<file path="config.mk">
export PLATFORM = sky130hd
export DESIGN_NAME = smul_seq_flat
export DESIGN_NICKNAME = d
export VERILOG_FILES = /design/src/rtl/smul_pkg.sv /design/src/rtl/smul_if.sv /design/src/rtl/smul_booth_step.sv /design/src/rtl/smul_seq.sv /design/src/flat_wrapper.sv
export SDC_FILE = /design/constraint.sdc
export NUM_CORES = 1
export LEC_CHECK = 0
export BUFFER_PORTS_ARGS = -buffer_cell sky130_fd_sc_hd__buf_2
export CAP_MARGIN = 15
export CORE_MARGIN = 1
export CORE_UTILIZATION = 35
export CTS_BUF_LIST = sky130_fd_sc_hd__clkbuf_4
export CTS_CLUSTER_SIZE = 12
export DETAILED_ROUTE_END_ITERATION = 8
export MAX_ROUTING_LAYER = met4
export SETUP_SLACK_MARGIN = 0.3
export SLEW_MARGIN = 5
export SYNTH_ARGS = -nofsm -noshare
export SYNTH_HDL_FRONTEND = slang
export SYNTH_SLANG_ARGS = --single-unit
</file>
<file path="constraint.sdc">
create_clock -name clk -period 3.33 [get_ports clk]
set_input_delay 0.666 -clock clk [delete_from_list [all_inputs] [get_ports clk]]
set_output_delay 0.666 -clock clk [all_outputs]
set_load 0.03 [all_outputs]
</file>
<file path="src/rtl/smul_pkg.sv">
// Shared types and sizing helpers for the sequential Booth multiplier.
package smul_pkg;

   typedef enum logic {
      IDLE = 1'b0,
      RUN  = 1'b1
   } state_t;

   localparam int SMUL_W_DEFAULT = 16;

   // Step counter only has to reach W-1.
   function automatic int cnt_width(input int w);
      return (w > 2) ? $clog2(w) : 1;
   endfunction

endpackage

</file>
<file path="src/rtl/smul_if.sv">
// Operand/result handshake bundle for smul_seq; ovf exists only with SMUL_OVF_EN.
interface smul_if #(
   parameter int W = 16
);
   logic             go;
   logic [W-1:0]     multiplicand;
   logic [W-1:0]     multiplier;
   logic             rdy;
   logic [2*W-1:0]   product;
`ifdef SMUL_OVF_EN
   logic             ovf;
`endif

   modport master (
      output go, multiplicand, multiplier,
`ifdef SMUL_OVF_EN
      input  ovf,
`endif
      input  rdy, product
   );

   modport slave (
      input  go, multiplicand, multiplier,
`ifdef SMUL_OVF_EN
      output ovf,
`endif
      output rdy, product
   );
endinterface

</file>
<file path="src/rtl/smul_booth_step.sv">
// One radix-2 Booth iteration: conditional add/sub of M into A, then arithmetic
// shift right of {A,Q,q_-1}.
module smul_booth_step #(
   parameter int W = 16
) (
   input  logic signed [W:0]   a_i,
   input  logic        [W-1:0] q_i,
   input  logic                qm1_i,
   input  logic signed [W:0]   m_i,
   output logic signed [W:0]   a_o,
   output logic        [W-1:0] q_o,
   output logic                qm1_o
);

   logic signed [W:0] sum;

   always_comb begin
      case ({q_i[0], qm1_i})
         2'b01:   sum = a_i + m_i;
         2'b10:   sum = a_i - m_i;
         default: sum = a_i;
      endcase
      a_o   = {sum[W], sum[W:1]};
      q_o   = {sum[0], q_i[W-1:1]};
      qm1_o = q_i[0];
   end

endmodule

</file>
<file path="src/rtl/smul_seq.sv">
// Sequential signed multiplier, W Booth steps per product, go/rdy handshake.
// Optional SMUL_OVF_EN adds an ovf flag for products not fitting in W bits.
module smul_seq
   import smul_pkg::*;
#(
   parameter int W = SMUL_W_DEFAULT
) (
   input  logic   clk,
   input  logic   rst,
   smul_if.slave  bus
);

   localparam int CW = cnt_width(W);

   state_t                 state_q, state_d;
   logic        [CW-1:0]   cnt_q, cnt_d;
   logic signed [W:0]      a_q, a_d;
   logic        [W-1:0]    q_q, q_d;
   logic                   qm1_q, qm1_d;
   logic signed [W:0]      m_q, m_d;
   logic                   rdy_q, rdy_d;
   logic        [2*W-1:0]  product_q, product_d;
   logic                   ovf_q, ovf_d;

   logic signed [W:0]      a_nx;
   logic        [W-1:0]    q_nx;
   logic                   qm1_nx;
   logic        [2*W-1:0]  prod_nx;

   smul_booth_step #(.W(W)) u_step (
      .a_i   (a_q),
      .q_i   (q_q),
      .qm1_i (qm1_q),
      .m_i   (m_q),
      .a_o   (a_nx),
      .q_o   (q_nx),
      .qm1_o (qm1_nx)
   );

   assign prod_nx = {a_nx[W-1:0], q_nx};

   always_comb begin
      state_d   = state_q;
      cnt_d     = cnt_q;
      a_d       = a_q;
      q_d       = q_q;
      qm1_d     = qm1_q;
      m_d       = m_q;
      rdy_d     = rdy_q;
      product_d = product_q;
      ovf_d     = ovf_q;
      case (state_q)
         IDLE: begin
            if (bus.go) begin
               m_d     = {bus.multiplicand[W-1], bus.multiplicand};
               q_d     = bus.multiplier;
               a_d     = '0;
               qm1_d   = 1'b0;
               cnt_d   = '0;
               rdy_d   = 1'b0;
               ovf_d   = 1'b0;
               state_d = RUN;
            end
         end
         RUN: begin
            a_d   = a_nx;
            q_d   = q_nx;
            qm1_d = qm1_nx;
            cnt_d = cnt_q + CW'(1);
            if (cnt_q == CW'(W - 1)) begin
               product_d = prod_nx;
               rdy_d     = 1'b1;
               // Fits in W signed bits only when the top W+1 bits are a pure sign run.
               ovf_d     = ~((&prod_nx[2*W-1:W-1]) | ~(|prod_nx[2*W-1:W-1]));
               state_d   = IDLE;
            end
         end
         default: state_d = IDLE;
      endcase
   end

   always_ff @(posedge clk) begin
      if (rst) begin
         state_q   <= IDLE;
         cnt_q     <= '0;
         a_q       <= '0;
         q_q       <= '0;
         qm1_q     <= 1'b0;
         m_q       <= '0;
         rdy_q     <= 1'b0;
         product_q <= '0;
         ovf_q     <= 1'b0;
      end else begin
         state_q   <= state_d;
         cnt_q     <= cnt_d;
         a_q       <= a_d;
         q_q       <= q_d;
         qm1_q     <= qm1_d;
         m_q       <= m_d;
         rdy_q     <= rdy_d;
         product_q <= product_d;
         ovf_q     <= ovf_d;
      end
   end

   assign bus.rdy     = rdy_q;
   assign bus.product = product_q;
`ifdef SMUL_OVF_EN
   assign bus.ovf     = ovf_q;
`else
   logic unused_ovf;
   assign unused_ovf = ovf_q;
`endif

endmodule

</file>
<file path="src/flat_wrapper.sv">
// flat-port wrapper written by rule: the top's interface ports become plain ports
module smul_seq_flat import smul_pkg::*;
#(
   parameter int W = SMUL_W_DEFAULT
)
  (clk, rst, bus_go, bus_multiplicand, bus_multiplier, bus_rdy, bus_product);
  smul_if #(.W(W)) bus_i ();
  input  logic clk;
  input  logic rst;
  input wire logic [$bits(bus_i.go)-1:0] bus_go;
  input wire logic [$bits(bus_i.multiplicand)-1:0] bus_multiplicand;
  input wire logic [$bits(bus_i.multiplier)-1:0] bus_multiplier;
  output wire logic [$bits(bus_i.rdy)-1:0] bus_rdy;
  output wire logic [$bits(bus_i.product)-1:0] bus_product;
  assign bus_i.go = bus_go;
  assign bus_i.multiplicand = bus_multiplicand;
  assign bus_i.multiplier = bus_multiplier;
  assign bus_rdy = bus_i.rdy;
  assign bus_product = bus_i.product;
  smul_seq #(.W(W)) u_core (.clk(clk), .rst(rst), .bus(bus_i));
endmodule
</file>
==> results.json <==
{
  "mappedNetlistNets": 649,
  "placedInstanceArea_sq_mm": 0.00519,
  "timing.critical_path.slowest_cell_delay_ns": 0.38,
  "mappedNetlistArea_sq_mm": 0.00474,
  "grt_antenna_before_repair": 0,
  "synth.area.mux_share": 0.0449,
  "drtIter0Drc": 278,
  "critical_path.cell_chain": "nor3_4, nand4_1, nor3b_4, a21oi_2, xnor2_1, ha_1, buf_4, a21o_1, a21oi_2, o22ai_1, o31a_2, nor3_4, o21bai_1, a21o_1",
  "final_cell_area_sq_mm": 0.00574,
  "synth_xor_area_frac": 0.0481,
  "number_of_enable_flip_flop_cells_after_synthesis": 0,
  "synth_ff_type": "sky130_fd_sc_hd__dfxtp_1",
  "crit_path_start_kind": "flip-flop",
  "cts_hold_repair.buffers": 0,
  "final_antenna_net_count": 0,
  "placed_cells_incl_taps": 812,
  "max_cap_violations": 0,
  "via_to_cell_ratio": 5.19,
  "maximum_buffer_depth_of_the_clock_tree": 2,
  "maxSlewHeadroom": 0.418,
  "globalRouteTotalUtil": 0.178,
  "fin_crit_sh": 0.909,
  "clk-insertion-delay-late_ns": 0.46,
  "dpl.hpwl_mm": 8.49,
  "synthesis.yosys.warnings": 0,
  "regToRegStartpoint": "u_core.m_q[2]",
  "slew_viol_final": 0,
  "synth-adder-area-share": 0.0544,
  "floorplan.io_pins": 68,
  "synth.ff_latch_count": 87,
  "critPathSlowestCell": "sky130_fd_sc_hd__dfxtp_4",
  "layout-area-overhead-vs-synth_pct": 21.1,
  "start_util": 0.358,
  "hold_path_startpoint": "bus_multiplicand[7]",
  "timing_worst_slew_pin_value_ns": 0.867,
  "instances_no_fill": 850,
  "floorplan.die.width_um": 118,
  "drt_drc_violations_left": 0,
  "post_synth_num_cell_types": 63,
  "fin_clk_skew_ns": 0.0160,
  "final_hold_viol_count": 0,
  "final.setup.tns_ns": 0,
  "detail_route.wirelength_mm": 12.3,
  "synth_top_family_by_area": "simple AND/OR/NAND/NOR gates",
  "setup_viol": 0,
  "place.port_buffers": 67,
  "worst_ep_required_time_ns": 3.69,
  "simple_gate_fraction_of_synth_area": 0.240,
  "finalWorstPathRequiredPeriod_ns": 3.03,
  "post_route_cells_drive_above_1_share": 0.266,
  "fp.coreArea_sq_mm": 0.0132,
  "achievable-frequency_mhz": 330,
  "tritoncts_clock_tree": "yes",
  "layout.nets": 724,
  "finalWeightedCongestion": 0.904,
  "clock_pin_slew_on_the_worst_setup_and_hold_paths_ns": 0.16,
  "first_pass_iters": 5,
  "global_route_wire_length_before_repair_mm": 19.7,
  "antenna-diode-count": 0,
  "peakVddDrop_mv": 0.173,
  "clock_tree.htree_level_count": 3,
  "rows": 42,
  "clock_sinks": 87,
  "tritoncts.num_buffers": 9,
  "timing.setup.critical_path_class": "reg -> reg",
  "grt_setup_unrepaired": "true",
  "number_of_standard_cells_after_synthesis": 594,
  "async_reset_ff_frac": 0,
  "crit_start": "u_core.m_q[2]",
  "synth-compound-area-share": 0.195,
  "run_status": "finished, final reports clean",
  "worstSetupEndpointType": "flip-flop",
  "grt.overflow.total": 0,
  "cts_root_buf": "sky130_fd_sc_hd__clkbuf_4",
  "area_of_the_die_sq_mm": 0.0140,
  "route.vias.total": 4410,
  "cellLeakagePower_nw": 2.30,
  "most_common_cell_after_layout_fill_and_taps_aside": "sky130_fd_sc_hd__nand2_1",
  "timing.critical_path.arrival_ns": 3.39,
  "util_after_layout": 0.433,
  "die_h_um": 118,
  "largest_net_degree_at_the_start_of_global_routing": 47,
  "critical_path_peak_fanout": 3,
  "ys_seq_area_frac": 0.368,
  "number_of_global_route_vias_before_repair": 4185,
  "min_path_type": "in -> reg",
  "wl_per_cell_um": 14.5,
  "mostFrequentLayoutCells": "sky130_fd_sc_hd__nand2_1 (90), sky130_fd_sc_hd__nor2_1 (84), sky130_fd_sc_hd__dfxtp_1 (79)",
  "pwr_density_cell_mw_per_mm2": 438,
  "syn_avg_cell_area_sq_um": 7.97
}
Yosys cell counts (all sizes together) (2+ instances only):
| cell type | number | share of area |
|---|---|---|
| nand2 | 91 | 0.072 |
| dfxtp | 87 | 0.37 |
| nor2 | 85 | 0.067 |
| a21oi | 80 | 0.086 |
| clkbuf | 25 | 0.020 |
| o21ai | 21 | 0.023 |
| xnor2 | 21 | 0.039 |
| ha | 19 | 0.050 |
| mux2i | 19 | 0.040 |
| nor3 | 16 | 0.023 |
| a211oi | 13 | 0.024 |
| inv | 12 | 0.0095 |
| buf | 11 | 0.018 |
| a311oi | 8 | 0.015 |
| nor3b | 8 | 0.013 |
| a21o | 7 | 0.011 |
| nand2b | 7 | 0.0092 |
| nand3 | 6 | 0.0074 |
| nor4 | 6 | 0.014 |
| xor2 | 5 | 0.0092 |
| and3 | 4 | 0.0055 |
| nand4 | 3 | 0.0040 |
| nor2b | 3 | 0.0040 |
| o211ai | 3 | 0.0048 |
| o31ai | 3 | 0.0048 |
| a22oi | 2 | 0.0032 |
| a31oi | 2 | 0.0026 |
| and2 | 2 | 0.0026 |
| mux2 | 2 | 0.0048 |
| nand3b | 2 | 0.0032 |
| nor4b | 2 | 0.0037 |
| o21bai | 2 | 0.0032 |
| o31a | 2 | 0.0040 |
| or3 | 2 | 0.0026 |
flip-flops by register name, summed over array words and instances (netlist names):
| signal | cells |
|---|---|
| u_core.bus.product | 32 |
| u_core.a_q | 16 |
| u_core.m_q | 16 |
| u_core.q_q | 16 |
| u_core.cnt_q | 4 |
| u_core.bus.rdy | 1 |
| u_core.qm1_q | 1 |
| u_core.state_q | 1 |
worst max-delay path: cells and delay by family (launching register included):
kind,cells,cell delay (ns)
fa+ha+maj,1,0.32
buf+inv,1,0.15
simple gates,4,0.84
xor+xnor,1,0.13
compound gates,7,1.12
flops,1,0.38
cell type report:
type / instances / area [sq um]
inverter: 12 / 45.0
multi-input combinational: 458 / 2980
tap: 176 / 220
sequential: 87 / 1760
clock buffer: 9 / 67.6
clock inverter: 7 / 75.1
timing repair buffer: 101 / 592
fill: 1368 / 7510
stage by stage:
step / power (mW) / hold slack [ns] / setup slack (ns)
finish: 2.51 / 0.427 / 0.303
global placement: 1.73 / 0.443 / 0.0959
CTS: 2.41 / 0.406 / 0.302
floorplan: 1.62 / 0.440 / 0.376
detailed placement: 1.74 / 0.445 / 0.0631
global route: 2.64 / 0.406 / 0.131
routing by layer:
| metal | vias to the layer above | wire length (um) | track usage |
|---|---|---|---|
| li1 | 2220 | - | - |
| met1 | 2095 | 5610 | 0.212 |
| met2 | 76 | 6170 | 0.307 |
| met3 | 19 | 322 | 0.0232 |
| met4 | 0 | 229 | 0.0625 |
| met5 | - | 0 | - |
repair_timing:
action,4_1_cts,5_1_grt
hold endpoints to repair,0,0
pin swaps,12,41
endpoints found under the setup margin,16,16
buffers inserted,9,13
gates resized for setup,22,33
power by group:
group | internal (mW) | leakage (nW) | total [mW] | switching (mW)
Sequential | 1.08 | 0.711 | 1.12 | 0.0431
Combinational | 0.357 | 1.51 | 0.767 | 0.410
Clock | 0.180 | 0.0752 | 0.624 | 0.444
Total | 1.61 | 2.30 | 2.51 | 0.897
path summary, 6_finish.rpt:
check / end / slack, ns / cells past startpoint
setup reg to reg: u_core.a_q[15] / 0.30 / 14
hold reg to reg: u_core.bus.product[7] / 0.46 / 2
hold / removal: u_core.m_q[7] / 0.43 / 3
setup / recovery: u_core.a_q[15] / 0.30 / 14
kinds of logic (layout without fill, tap and decap cells):
logic type	count (synthesis)	in the layout
adders and majority gates	20	20
buffers and inverters	49	129
AOI/OAI and AO/OA	150	150
xor gates and xnor gates	26	26
and+or+nand+nor	241	241
muxes	21	21
DFF	87	87
Note: power is estimated with default switching activity, not from simulation.
